`config.mk`:
```
export PLATFORM = sky130hd
export DESIGN_NAME = char_sequencer
export DESIGN_NICKNAME = d
export VERILOG_FILES = /design/src/rtl/char_seq_pkg.sv /design/src/rtl/char_sequencer_dwell_timer.sv /design/src/rtl/char_sequencer.sv
export SDC_FILE = /design/constraint.sdc
export NUM_CORES = 1
export LEC_CHECK = 0
export BUFFER_PORTS_ARGS = -buffer_cell sky130_fd_sc_hd__buf_2
export CAP_MARGIN = 20
export CORE_MARGIN = 4
export CORE_UTILIZATION = 45
export CTS_BUF_LIST = sky130_fd_sc_hd__clkbuf_4 sky130_fd_sc_hd__clkbuf_8
export DETAILED_ROUTE_END_ITERATION = 7
export GPL_TIMING_DRIVEN = 0
export PLACE_DENSITY = 0.66
export SETUP_SLACK_MARGIN = 0.15
export SLEW_MARGIN = 10
export SYNTH_ARGS = -nofsm -noshare
export SYNTH_HDL_FRONTEND = slang
export SYNTH_SLANG_ARGS = --single-unit
```
`constraint.sdc`:
```
create_clock -name clk -period 7.7 [get_ports clk]
set_clock_uncertainty 0.15 [all_clocks]
set_input_delay 0.77 -clock clk [delete_from_list [all_inputs] [get_ports clk]]
set_output_delay 0.77 -clock clk [all_outputs]
set_load 0.02 [all_outputs]
```
`src/rtl/char_seq_pkg.sv`:
```
// Shared constants and FSM encodings for the character sequencer.
package char_seq_pkg;
    localparam int DEFAULT_DEPTH       = 8;
    localparam int DEFAULT_DWELL_TICKS = 30;
    localparam int CHAR_W              = 7;
    localparam int WAIT_GRACE          = 2;

    localparam logic [1:0] IDLE      = 2'd0;
    localparam logic [1:0] ISSUE     = 2'd1;
    localparam logic [1:0] WAIT_ANIM = 2'd2;
    localparam logic [1:0] DWELL     = 2'd3;
endpackage

```
`src/rtl/char_sequencer_dwell_timer.sv`:
```
// Counts tick pulses after start and pulses done on the tick that reaches target.
module dwell_timer #(
    parameter int WIDTH = 5
) (
    input  logic             clk,
    input  logic             rst_n,
    input  logic             start,
    input  logic             tick,
    input  logic [WIDTH-1:0] target,
    output logic             done
);
    logic [WIDTH-1:0] cnt;
    logic [WIDTH:0]   next_cnt;

    assign next_cnt = {1'b0, cnt} + {{WIDTH{1'b0}}, 1'b1};
    // Combinational so the caller can act on the same edge the final tick is sampled.
    assign done = tick && !start && (next_cnt == {1'b0, target});

    always_ff @(posedge clk) begin
        if (!rst_n || start)
            cnt <= '0;
        else if (tick)
            cnt <= done ? '0 : next_cnt[WIDTH-1:0];
    end
endmodule

```
`src/rtl/char_sequencer.sv`:
```
// Stores a short message and plays it to the 7-segment animator one character at a time.
module char_sequencer import char_seq_pkg::*; #(
    parameter int DEPTH       = DEFAULT_DEPTH,
    parameter int CHAR_W      = char_seq_pkg::CHAR_W,
    parameter int DWELL_TICKS = DEFAULT_DWELL_TICKS
) (
    input  logic                     clk,
    input  logic                     rst_n,
    input  logic                     tick60,
    input  logic                     wr_en,
    input  logic [CHAR_W-1:0]        wr_char,
    input  logic                     clear,
    input  logic                     play,
    input  logic                     anim_busy,
    output logic                     char_valid,
    output logic [CHAR_W-1:0]        char_out,
    output logic [$clog2(DEPTH):0]   count,
    output logic                     full,
    output logic                     playing,
    output logic [$clog2(DEPTH)-1:0] idx
);
    localparam int AW = $clog2(DEPTH);
    localparam int CW = AW + 1;
    localparam int TW = $clog2(DWELL_TICKS + 1);

    logic [1:0]        state;
    logic [1:0]        grace;
    logic [CHAR_W-1:0] mem [DEPTH];
    logic [AW-1:0]     next_idx;
    logic              wr_ok;
    logic              dwell_done;

    assign full     = (count == CW'(DEPTH));
    assign playing  = (state != IDLE);
    assign wr_ok    = (state == IDLE) && wr_en && !full && !clear;
    assign next_idx = ({1'b0, idx} == count - CW'(1)) ? '0 : idx + AW'(1);

    // Timer is held clear outside DWELL, so ticks in ISSUE/WAIT_ANIM never count.
    dwell_timer #(.WIDTH(TW)) u_dwell (
        .clk    (clk),
        .rst_n  (rst_n),
        .start  (state != DWELL),
        .tick   (tick60 && (state == DWELL)),
        .target (TW'(DWELL_TICKS)),
        .done   (dwell_done)
    );

    always_ff @(posedge clk) begin
        if (!rst_n) begin
            state      <= IDLE;
            count      <= '0;
            idx        <= '0;
            char_out   <= '0;
            char_valid <= 1'b0;
            grace      <= '0;
            for (int i = 0; i < DEPTH; i++) mem[i] <= '0;
        end else if (clear) begin
            state      <= IDLE;
            count      <= '0;
            idx        <= '0;
            char_valid <= 1'b0;
        end else begin
            char_valid <= 1'b0;
            case (state)
                IDLE: begin
                    if (wr_ok) begin
                        mem[count[AW-1:0]] <= wr_char;
                        count              <= count + CW'(1);
                    end
                    if (play && count != '0) begin
                        state      <= ISSUE;
                        idx        <= '0;
                        char_valid <= 1'b1;
                        char_out   <= mem[0];
                    end
                end
                ISSUE: begin
                    state <= WAIT_ANIM;
                    grace <= '0;
                end
                WAIT_ANIM: begin
                    // The animator raises busy a little after the strobe; don't trust it yet.
                    if (grace < 2'(WAIT_GRACE))
                        grace <= grace + 2'd1;
                    else if (!anim_busy)
                        state <= DWELL;
                end
                DWELL: begin
                    if (dwell_done) begin
                        if (play) begin
                            idx        <= next_idx;
                            state      <= ISSUE;
                            char_valid <= 1'b1;
                            char_out   <= mem[next_idx];
                        end else begin
                            state <= IDLE;
                        end
                    end
                end
                default: state <= IDLE;
            endcase
        end
    end
endmodule

```
==> impl_results.md <==
- Status: complete, no violations
- Synth Cell Area: ~4200 sq um
- Multiplexer area fraction after synthesis: 3.79%
- Fin util: 52.3%
- PD cells: 172 nW/um^2
- Slew Limit Fails: 0
- Max Fclk: approximately 310 MHz
- Post-placement cell area: 4470 sq um
- Detailed Route WL: 10100 um
- Critical Path Start Type: register
- Core area: 8890 sq um
- Tcrit/Tclk final: 42.0%
- Fin crit period: 3.23 ns
- CTS buffer count: 9
- Worst rel slew slack: 33.5%
- Netlist cell types: 62
- Pwr Total: about 0.8 mW
- Sequential area share after synthesis: around 52%
- Xor and xnor area share after synthesis: around 2.2%
- TNS Setup: 0 ns
- # Max-Cap Violations: 0
- First-pass GRT wire length: 16300 um
- # Post-CTS Setup Buffers: 0
- Final Cell Area: 4650 sq um
- Final Hold Fails: 0
- Via density: 5.76
- Cells after synthesis: 392
- Die W: approximately 100 um
- Worst Path Arrival: 3.06 ns
- Clock-pin slew on the worst setup and hold paths: 0.08 ns
- Non-Filler Instances: 546
- Ports: 31
- Routed via count: 3144
- Multi-input gate area: 1910 sq um
- ANT nets after route: 0
- Vias in the first global route: 2998
- Post-Syn Nets: 417
- Gr ovfl total: 0
- Detailed-router iteration count before antenna repair: 5
- Area Growth Syn to Fin: 10.9%
- Placed Instances: ~530
- Syn avg cell area: 10.7 sq um
- Async SR Flop Fraction: 0%
- Fin Hold WS: 0.338 ns
- Share of post-route cells with drive strength above 1: 16.2%
- Placer Congestion: between 0.8 and 0.9
- Clock root cell: clkbuf_8
- EDFF count, synth: 56
- Initial Util: 47.2%
- Ys Warns: 0
- Core Rows: 34
- Leak Pwr: 1.80 nW
- Gr usage total: 19.1%
- CTS Hold Buffers Added: 0
- H-Tree Depth: 3
- Min-Delay Path Class: reg -> reg
- Worst skew pair latency: 0.36 ns
- Initial drt markers: 183
- Sink Count: 80
- Unrepaired setup endpoints after global routing: no
- # DRC: 0
- WL/cell: 18.5 um
- Vert. Die Dim: 105 um
- CP endpoint kind: register
- Full die area: 10900 sq um
- CTS tree: yes
- CP cell instances: buf_2 -> inv_1 -> ha_1 -> and3b_1 -> nor3_4 -> nand3_1 -> o21ai_0
- Top_reg_cell synth: edfxtp_1
- Fill count: 801
- FF+latch area: 2160 sq um
- Setup-violating endpoint count in the final report: 0
- Worst-Margin Slew: 0.986 ns
- Crit-path max FO: 9
- Simple-gate share of the synthesized area: 20.5%
- Buffers on Ports: 29
- Final nets: 458
- Synth Area in Adders: between 3 and 4%
- CP required: 7.53 ns
- CTS max path bufs: 2
- Pre-CTS setup slack: 4.46 ns
- Slack of the critical path: 4.47 ns
- Synth Area in Compound Gates: 15.8%
- ANT cells: 0
- WS Path Type: reg -> reg
- Largest net degree at the start of global routing: 15
- Post-CTS sizing: 0
- Detail Placement HPWL: 7470 um
- Peak supply drop: 0.0973 mV
- Slowest-stage cell, CP: o21ai_0
- Worst path max stage delay: 0.89 ns
- Initial antenna violation count: 0
- FF+latch count, synth: 80
- Largest family of logic cells by synthesized area: simple AND/OR/NAND/NOR gates
## layout by cell type (no fill, tap or decap), types with 8 or more instances in the layout
master	n
nand2b_1	8
mux2i_1	8
clkbuf_8	9
edfxtp_1	56
buf_2	36
inv_1	15
nand2_1	21
o21ai_0	20
ha_1	11
and2_1	59
nor2_1	29
o211ai_1	8
a21oi_1	24
dfxtp_1	24
## per-layer routing
metal / track usage (%) / share of wire (%) / up-vias
met2: 29.3 / 45 / 99
met3: 3.88 / 5.4 / 22
met4: 7.88 / 2.7 / 0
li1: - / - / 1510
met5: 0 / 0 / -
met1: 26.7 / 47 / 1513
## cell type report
| class | count | area share [%] |
|---|---|---|
| Multi-Input combinational cell | 282 | 41.0 |
| Clock inverter | 7 | 1.02 |
| Clock buffer | 9 | 2.66 |
| Buffer | 15 | 1.48 |
| Timing Repair Buffer | 30 | 3.23 |
| Tap cell | 108 | 2.91 |
| Inverter | 15 | 1.21 |
| Sequential cell | 80 | 46.5 |
## worst max-delay path, delay by kind of cell (launching register included)
kind                       cells  cell delay [ns]
buffers and inverters          2             0.34
AOI/OAI and AO/OA              1             0.89
DFF                            1             0.35
adders and majority gates      1             0.20
and+or+nand+nor                3             0.92
## state kept, by name, indices dropped and copies added (netlist names)
name / cells
u_dwell.cnt: 5
char_out: 7
char_valid: 1
grace: 2
mem: 56
idx: 3
count: 4
state: 2
## power by group
| part | internal, mW | switching, mW | leakage [nW] |
|---|---|---|---|
| logic | 0.0149 | 0.0316 | 0.955 |
| clock network | 0.116 | 0.162 | 0.0769 |
| registers | 0.471 | 0.00526 | 0.773 |
## synthesized netlist by cell type (7+ instances only)
| cell type | count | area share [%] |
|---|---|---|
| a21oi_1 | 24 | 2.9 |
| and2_1 | 59 | 8.8 |
| dfxtp_1 | 24 | 11 |
| edfxtp_1 | 56 | 40 |
| ha_1 | 11 | 3.3 |
| inv_1 | 15 | 1.3 |
| mux2_2 | 7 | 1.9 |
| mux2i_1 | 8 | 1.9 |
| nand2_1 | 21 | 1.9 |
| nand2b_1 | 8 | 1.2 |
| nor2_1 | 29 | 2.6 |
| o211ai_1 | 8 | 1.4 |
| o21ai_0 | 20 | 2.4 |
## logic make-up after synthesis
family / Yosys count
AO/OA/AOI/OAI: 97
XOR/XNOR: 8
adder cells (fa/ha/maj): 11
buffers and inverters: 30
multiplexers: 15
flip-flops: 80
AND/OR/NAND/NOR: 151
## final timing paths
| check | startpoint | endpoint | slack, ns | cells after the start |
|---|---|---|---|---|
| max | count[1] | mem[2][4] | 4.47 | 7 |
| min | u_dwell.cnt[4] | u_dwell.cnt[4] | 0.34 | 1 |
| max reg2reg | count[1] | mem[2][4] | 4.47 | 7 |
| min reg2reg | u_dwell.cnt[4] | u_dwell.cnt[4] | 0.34 | 1 |
Power figures use the tool's default switching activity.
